<file path="src/rtl/ihadamard4x4_sink.sv">
// ihadamard4x4_sink
//
// Inverse 4x4 Hadamard transform sink. It collects 16 signed coefficients
// Y[0][0]..Y[3][3] in row-major order over the din/wen write interface. It
// then computes X = (H*Y*H)/16, where H is the natural-order 4x4 Hadamard
// matrix. Each result is rounded half-up and clipped to the unsigned pixel
// range, and the 16 pixels stream out row-major on a valid/ready handshake.
//
// Processing sequence:
//   LOAD : 16 accepted writes
//   ROW  : 4 cycles, one row butterfly per cycle       (T = Y*H)
//   COL  : 4 cycles, one column butterfly per cycle    (S = H*T), round + clip
//   OUT  : 16 handshakes
//
// Ports:
//   clk         clock, rising edge
//   rst         asynchronous active-high reset
//   din         signed coefficient (COEF_W bits)
//   wen         write strobe, accepted while din_ready=1
//   din_ready   high in LOAD
//   dout        reconstructed pixel (PIX_W bits)
//   dout_valid  dout holds a valid pixel
//   dout_ready  consumer accepts dout
//   dout_last   high with the 16th pixel
//   busy        high in ROW, COL and OUT
//   err_drop    registered one-cycle pulse for each write discarded outside LOAD
module ihadamard4x4_sink #(
    parameter int COEF_W = 13,
    parameter int PIX_W  = 8
) (
    input  logic                     clk,
    input  logic                     rst,
    input  logic signed [COEF_W-1:0] din,
    input  logic                     wen,
    output logic                     din_ready,
    output logic [PIX_W-1:0]         dout,
    output logic                     dout_valid,
    input  logic                     dout_ready,
    output logic                     dout_last,
    output logic                     busy,
    output logic                     err_drop
);

    localparam int T_W = COEF_W + 2;
    localparam int S_W = COEF_W + 4;
    localparam logic signed [S_W:0] PIX_MAX = (S_W+1)'((1 << PIX_W) - 1);

    typedef enum logic [1:0] {LOAD, ROW, COL, OUT} state_t;

    state_t state, state_nxt;

    logic [3:0] wr_cnt;
    logic [3:0] rd_cnt;
    logic [1:0] ph;

    logic signed [COEF_W-1:0] coef  [16];
    logic signed [T_W-1:0]    t_buf [16];
    logic [PIX_W-1:0]         pix   [16];

    logic signed [S_W-1:0] bf_in  [4];
    logic signed [S_W-1:0] bf_out [4];

    // Round half-up by 1/16, then clip to [0, 2^PIX_W-1].
    function automatic logic [PIX_W-1:0] round_clip(input logic signed [S_W-1:0] s);
        logic signed [S_W:0] p;
        p = (S_W+1)'(s) + (S_W+1)'(8);
        p = p >>> 4;
        if (p < 0)
            return '0;
        else if (p > PIX_MAX)
            return PIX_MAX[PIX_W-1:0];
        else
            return p[PIX_W-1:0];
    endfunction

    assign din_ready  = (state == LOAD);
    assign busy       = (state != LOAD);
    assign dout_valid = (state == OUT);
    assign dout       = dout_valid ? pix[rd_cnt] : '0;
    assign dout_last  = dout_valid && (rd_cnt == 4'd15);

    // Shared 4-point butterfly: a row of Y in ROW, a column of T in COL.
    // Operands are sign-extended to the widest (column) width. The row
    // results fit in T_W, so the later truncation is lossless.
    always_comb begin
        for (int k = 0; k < 4; k++) begin
            bf_in[k] = '0;
            if (state == ROW)
                bf_in[k] = S_W'(coef[{ph, 2'(k)}]);
            else if (state == COL)
                bf_in[k] = S_W'(t_buf[{2'(k), ph}]);
        end
        bf_out[0] = bf_in[0] + bf_in[1] + bf_in[2] + bf_in[3];
        bf_out[1] = bf_in[0] - bf_in[1] + bf_in[2] - bf_in[3];
        bf_out[2] = bf_in[0] + bf_in[1] - bf_in[2] - bf_in[3];
        bf_out[3] = bf_in[0] - bf_in[1] - bf_in[2] + bf_in[3];
    end

    always_ff @(posedge clk or posedge rst) begin
        if (rst)
            state <= LOAD;
        else
            state <= state_nxt;
    end

    always_comb begin
        state_nxt = state;
        case (state)
            LOAD: if (wen && wr_cnt == 4'd15)     state_nxt = ROW;
            ROW:  if (ph == 2'd3)                 state_nxt = COL;
            COL:  if (ph == 2'd3)                 state_nxt = OUT;
            OUT:  if (dout_ready && rd_cnt == 4'd15) state_nxt = LOAD;
            default:                              state_nxt = LOAD;
        endcase
    end

    // Counters wrap to zero at the end of each phase, so every return to
    // LOAD starts from a clean count without explicit clears.
    always_ff @(posedge clk or posedge rst) begin
        if (rst) begin
            wr_cnt   <= '0;
            rd_cnt   <= '0;
            ph       <= '0;
            err_drop <= 1'b0;
            for (int i = 0; i < 16; i++) begin
                coef[i]  <= '0;
                t_buf[i] <= '0;
                pix[i]   <= '0;
            end
        end else begin
            err_drop <= wen && (state != LOAD);
            case (state)
                LOAD: begin
                    if (wen) begin
                        coef[wr_cnt] <= din;
                        wr_cnt       <= wr_cnt + 4'd1;
                    end
                end
                ROW: begin
                    for (int k = 0; k < 4; k++)
                        t_buf[{ph, 2'(k)}] <= bf_out[k][T_W-1:0];
                    ph <= ph + 2'd1;
                end
                COL: begin
                    for (int k = 0; k < 4; k++)
                        pix[{2'(k), ph}] <= round_clip(bf_out[k]);
                    ph <= ph + 2'd1;
                end
                OUT: begin
                    if (dout_ready)
                        rd_cnt <= rd_cnt + 4'd1;
                end
                default: ;
            endcase
        end
    end

endmodule

</file>
<file path="config.mk">
export PLATFORM = sky130hd
export DESIGN_NAME = ihadamard4x4_sink
export DESIGN_NICKNAME = d
export VERILOG_FILES = /design/src/rtl/ihadamard4x4_sink.sv
export SDC_FILE = /design/constraint.sdc
export NUM_CORES = 2
export LEC_CHECK = 0
export BUFFER_PORTS_ARGS = -buffer_cell sky130_fd_sc_hd__buf_2
export CAP_MARGIN = 20
export CORE_MARGIN = 5
export CORE_UTILIZATION = 30
export CTS_CLUSTER_DIAMETER = 60
export DETAILED_ROUTE_END_ITERATION = 12
export GPL_TIMING_DRIVEN = 0
export PLACE_DENSITY = 0.46
export SLEW_MARGIN = 20
export SYNTH_ARGS = -nofsm -noshare
export SYNTH_HDL_FRONTEND = slang
export SYNTH_SLANG_ARGS = --single-unit
</file>
<file path="constraint.sdc">
create_clock -name clk -period 32.6 [get_ports clk]
set_input_delay 0 -clock clk [delete_from_list [all_inputs] [get_ports clk]]
set_output_delay 0 -clock clk [all_outputs]
set_load 0.01 [all_outputs]
</file>
; Word level (Yosys, flattened, before mapping)
; Index checks and enable logic that the tools add are counted.
[classes]
eq_ne = 10
n_mux = 80
magnitude_cmp = 27
bitwise = 10
n_reduce_logical = 19
add_sub_neg = 17
[op_table]
columns = op, n
row1 = 240-bit bitwise mux, 4
row2 = 128-bit bitwise mux, 4
row3 = 15-bit binary-select mux with 4-bit select, 4
row4 = 15-bit demux with 4-bit select, 4
row5 = 13-bit binary-select mux with 4-bit select, 4
row6 = 208-bit bitwise mux, 1
row7 = 15-bit two-way mux, 12
row8 = 8-bit two-way mux, 19
row9 = 17-bit two-way mux, 8
row10 = 8-bit demux with 4-bit select, 4
row11 = 13-bit two-way mux, 9
row12 = 17-bit adder, 5
row13 = 17-bit subtractor, 5
row14 = "17-bit by 5-bit adder with 18-bit output, second input constant", 4
row15 = "14-bit by 9-bit greater-than comparator with 1-bit output, second input constant", 4
row16 = "14-bit by 1-bit < comparator with 1-bit output, second input constant", 4
row17 = 13-bit demux with 4-bit select, 1
row18 = "5-bit greater-or-equal comparator, second input constant", 10
row19 = "5-bit by 1-bit < comparator with 1-bit output, second input constant", 9
row20 = 4-bit NOT with 5-bit output, 8
row21 = 8-bit binary-select mux with 4-bit select, 1
row22 = 1-bit logical AND, 13
row23 = "4-bit by 1-bit adder with 4-bit output, second input constant", 2
row24 = "4-bit equality test, second input constant", 2
row25 = other kinds (13), 22
[word_totals]
regBits = 589
elab_cells = 216
inputBits = 17
output_inout_bits = 13

; Depth between registers and ports, before layout
[logic_depth]
word_depth = 18
mapped_depth = 36
mapped_depth_nobuf = 29

; Worst setup path after synthesis
; Ideal clock, no wire load.
[synth_path]
path_kind = flip-flop to flip-flop
start = register ph[0]
end = register pix[65] (netlist name)
stages_incl_launch_ff = 30
required_time_ns = 32.447
setup_slack_ns = 25.048
setup_ns = 0.153
arrival_ns = 7.398
period_less_slack_ns = 7.552
path_buffers = 8
cell_sequence = dfrtp_1 > buf_2 > buf_2 > buf_1 > buf_1 > mux4_2 > a22o_1 > ha_1 > buf_2 > and3b_1 > o21ai_0 > nand3_1 > or3_1 > a21oi_1 > xnor2_1 > fa_1 > ha_1 > nor4bb_1 > a211oi_1 > maj3_1 > o21a_1 > xor2_1 > a211oi_1 > and4_1 > buf_2 > or3b_1 > buf_4 > nand2_4 > buf_6 > a311oi_1
[synth_between]
elab_chain_len = 18
word_cells_on_any_way = 98
classes_between = add/sub (14) / order compare (16) / mux (56) / bitwise (8) / reduce/logical (4)
[synth_rtl]
columns = element, line
row1 = from (decl), 54  ; logic [1:0] ph;
row2 = from (signal assigned), 142  ; ph <= ph + 2'd1;
row3 = from (signal assigned), 147  ; ph <= ph + 2'd1;
row4 = 2-bit NOT with 5-bit output (implied by the code) / 3-bit NOT with 5-bit output (equally long branches), "91, 146"
row5 = 15-bit binary-select mux with 4-bit select, 91  ; bf_in[k] = S_W'(t_buf[{2'(k), ph}]);
row6 = 15-bit two-way mux (implied by the code) (2 in series), 91
row7 = 17-bit two-way mux, 90  ; else if (state == COL)
row8 = 17-bit two-way mux, 88  ; if (state == ROW)
row9 = 17-bit adder, "93, 95"
row10 = 17-bit adder (2 in series), 93  ; bf_out[0] = bf_in[0] + bf_in[1] + bf_in[2] + bf_in[3];
row11 = 17-bit by 5-bit adder with 18-bit output, 66  ; p = (S_W+1)'(s) + (S_W+1)'(8);
row12 = 14-bit by 9-bit greater-than comparator with 1-bit output, 70  ; else if (p > PIX_MAX)
row13 = 8-bit two-way mux, 70
row14 = 8-bit two-way mux, 68  ; if (p < 0)
row15 = 8-bit two-way mux, 132  ; case (state)
row16 = 128-bit bitwise mux (3 in series), 146  ; pix[{2'(k), ph}] <= round_clip(bf_out[k]);
row17 = 128-bit bitwise mux (*), 146
row18 = "to (signal, indexed assignment)", 146
row19 = to (decl), 58  ; logic [PIX_W-1:0] pix [16];
; Every way passes the cells marked *; elsewhere a longest branch is shown, timed or not. The select of a mux whose other input is x is not followed.
; A chain may end at the register's enable or synchronous reset.

; Final worst setup path
[layout_path]
start = register ph[1]
end = register pix[71] (netlist name)
; Same word-level chain as after synthesis.

==> flow_metrics.tcl <==
set metrics [dict create \
    cts_sinks 589 \
    cts_root_buffer "clkbuf_16" \
    core_mm2 0.1139 \
    synth_compound_gate_area_share 0.1276 \
    drtAntennaViolNets 0 \
    worstPathArrival_ns 10.21 \
    wl_met2_mm 53.21 \
    die_w_um 347.9 \
    max-cap-violations 0 \
    nFillCells 11510 \
    r2r_start "ph[1]$_DFFE_PP0P_" \
    drt_iter0_drc 2097 \
    dp_hpwl_mm 93.65 \
    ys_ff_latch 589 \
    multi_input_area_mm2 0.01817 \
    area_growth_pct 15.16 \
    grtUsageTotal 0.2012 \
    post_cts_buffers 0 \
    htree_levels 3 \
    clkLatencyLatePin_ns 0.65 \
    drt-total-wl_mm 123.5 \
    wl_per_cell_um 25.82 \
    synth_area_per_cell_um2 11.13 \
    worstSetupPathType "register to register" \
    initial_core_util 0.3007 \
    slew_viol_final 0 \
    synth_top_flop_cell "dfrtp_1" \
    grt_max_degree 95 \
    relSlewSlack 0.2321 \
    worst_pin_slew_ns 1.144 \
    min_period_over_period 0.2990 \
    synthMuxAreaShare 0.1955 \
    rows 124 \
    crit_fanout 10 \
    status "finished, final reports clean" \
    place_inst 4630 \
    die_y_um 347.9 \
    wl_met3_mm 8.196 \
    highest_layer "met4" \
    dieArea_mm2 0.1210 \
    cts-buffers-inserted 75 \
    grt_first_pass_wirelength_mm 180.3 \
    synth_edf_count 0 \
    drt-vias-per-instance 5.339 \
    setup.worst_path.end_class "register" \
    netlist-cell-type-count 94 \
    hold_path.class "input port to register" \
    clockBufferDepth 3 \
    overflow 0 \
    drtPass1Iterations 5 \
    fin_setup_tns_ns 0 \
    post-route-util 0.3463 \
    nNetsFinal 3406 \
    synthSimpleGateAreaFrac 0.09405 \
    fin_crit_ns 9.747 \
    antenna_found_initial 4 \
    drive_gt1_frac 0.2074 \
    synth_seq_area_share 0.4304 \
    synth_adder_area_share 0.07966 \
    rsz0062_at_grt "false" \
    startpoint "ph[1]$_DFFE_PP0P_" \
    first_global_vias 25300 \
    vias 25530 \
    syn_inst 3077 \
    fin_worst_skew_ns 0.03350 \
    worstHoldStart "wen" \
    yosysWarnings 0 \
    finalNonFillerCells 4781 \
    num_antenna_cells 0 \
    fmax_mhz 102.6 \
    cts_tree "yes" \
    seqCellArea_mm2 0.01474 \
    io_pins 30 \
    place.gp.congestion 0.9051 \
    syn-num-nets 3269 \
    synth_top_family_by_area "multiplexers" \
    setup_violations 0 \
    async_flop_share 1.000 \
    portBuffers 29 \
    yosys.area_share.xor_xnor 0.03055 \
    syn_area_mm2 0.03424 \
    m1WireLength_mm 57.94 \
    startpoint_type "register" \
    hold_viol 0 \
    worstPathRequired_ns 33.06 \
    path_clk_slew_ns 0.06 \
    post-route-drc-count 0 \
]
cells in the mapped netlist, types with 35 or more instances:
master | number | area (µm²)
dfrtp_1 | 589 | 14740
mux2_2 | 286 | 3221
nand2_1 | 278 | 1044
o21ai_0 | 236 | 1181
nor2_1 | 234 | 878.3
inv_1 | 179 | 671.9
clkbuf_1 | 150 | 563.0
mux4_2 | 146 | 3288
ha_1 | 110 | 1376
a21oi_1 | 85 | 425.4
a211oi_1 | 75 | 563.0
xnor2_1 | 70 | 613.1
fa_1 | 65 | 1301
xor2_1 | 42 | 367.9
nor3_1 | 41 | 205.2
a22o_1 | 40 | 350.3
a311oi_1 | 35 | 306.5
flip-flops by register name, indices dropped and copies added, names as in the netlist:
signal,count
wr_cnt,4
coef,208
ph,2
err_drop,1
t_buf,240
rd_cnt,4
state,2
pix,128
worst paths after layout:
kind,endpoint,slack [ns],cells past startpoint
worst min-delay path,err_drop$_DFF_PP0_,0.19,3
worst min register to register,pix[108]$_DFFE_PP0P_,0.48,2
max in group asynchronous,t_buf[66]$_DFFE_PP0P_,30.12,8
worst max register to register,pix[71]$_DFFE_PP0P_,22.85,24
worst max-delay path,pix[71]$_DFFE_PP0P_,22.85,24
min in group asynchronous,coef[206]$_DFFE_PP0P_,0.49,4
cells in the final DEF, fill, tap and decap left out, types with 17 or more instances in the layout:
cell           instances
nand2_1              278
nor2b_1               17
nor3_1                35
a21o_1                26
ha_1                 110
mux2i_1               17
buf_2                 52
a21oi_1               82
nor2_1               234
dfrtp_1              589
mux4_2               146
clkbuf_1             161
mux2_2               286
a311oi_1              35
clkbuf_16             76
o21ai_0              234
nand2b_1              18
xor2_1                40
a211oi_1              75
o31ai_1               28
and2_1                19
inv_1                178
nand3_1               31
a22o_1                40
xnor2_1               67
fa_1                  65
dlygate4sd3_1         17
o21a_1                20
layer usage:
layer	vias up	track usage
met5	-	0
met4	0	0.06647
met3	163	0.03845
met2	780	0.2975
met1	13270	0.2965
li1	11310	-
through the flow:
| step | setup slack (ns) | instance area (µm²) | hold slack, ns |
|---|---|---|---|
| detailed placement | 22.73 | 36640 | -0.004422 |
| floorplan | 16.12 | 34240 | 0.1377 |
| global placement | 7.947 | 36280 | 0.3003 |
| CTS | 22.69 | 39400 | 0.1412 |
| global route | 22.23 | 39440 | 0.1827 |
| finish | 22.85 | 39440 | 0.1887 |
worst max-delay path, stage by stage (launching register included):
cell and delay (ns):
dfrtp_1 0.40, buf_6 0.18, buf_2 0.30, buf_1 0.63, clkbuf_1 0.87, mux4_2 0.46, a22oi_1 0.47, ha_1 0.41
and3b_1 0.26, o21ai_0 0.24, nand3_1 0.13, or3_1 0.48, a21oi_1 0.21, xnor2_1 0.20, fa_1 0.55, ha_1 0.46
nor4bb_1 0.31, a211oi_1 0.13, maj3_1 0.39, o21a_1 0.19, o211ai_1 0.79, and3_1 0.34, nand3_1 0.09, o31ai_1 0.84
o21ai_0 0.18
final cells by class:
| class | instances | share of cell area |
|---|---|---|
| plain buffers | 193 | 0.01993 |
| clock buffers | 104 | 0.05445 |
| clock inverters | 28 | 0.01114 |
| inverters | 180 | 0.01732 |
| multi-input cells | 2115 | 0.4608 |
| flip-flops and latches | 589 | 0.3738 |
| well taps | 1512 | 0.04797 |
| repair buffers | 60 | 0.01469 |
kinds of logic after synthesis:
group           count (synthesis)
compound gates                655
mux                           450
fa+ha+maj                     180
xor+xnor                      115
simple gates                  715
buf+inv                       373
flops                         589
what timing repair did:
item | CTS | global route
endpoints found under the hold margin | 297 | 0
hold buffers | 17 | 0
gates resized for setup | 0 | 0
Power is left out: the tool's default activity adds up to more than one toggle a clock period on the data nets, which glitch-free logic cannot reach.
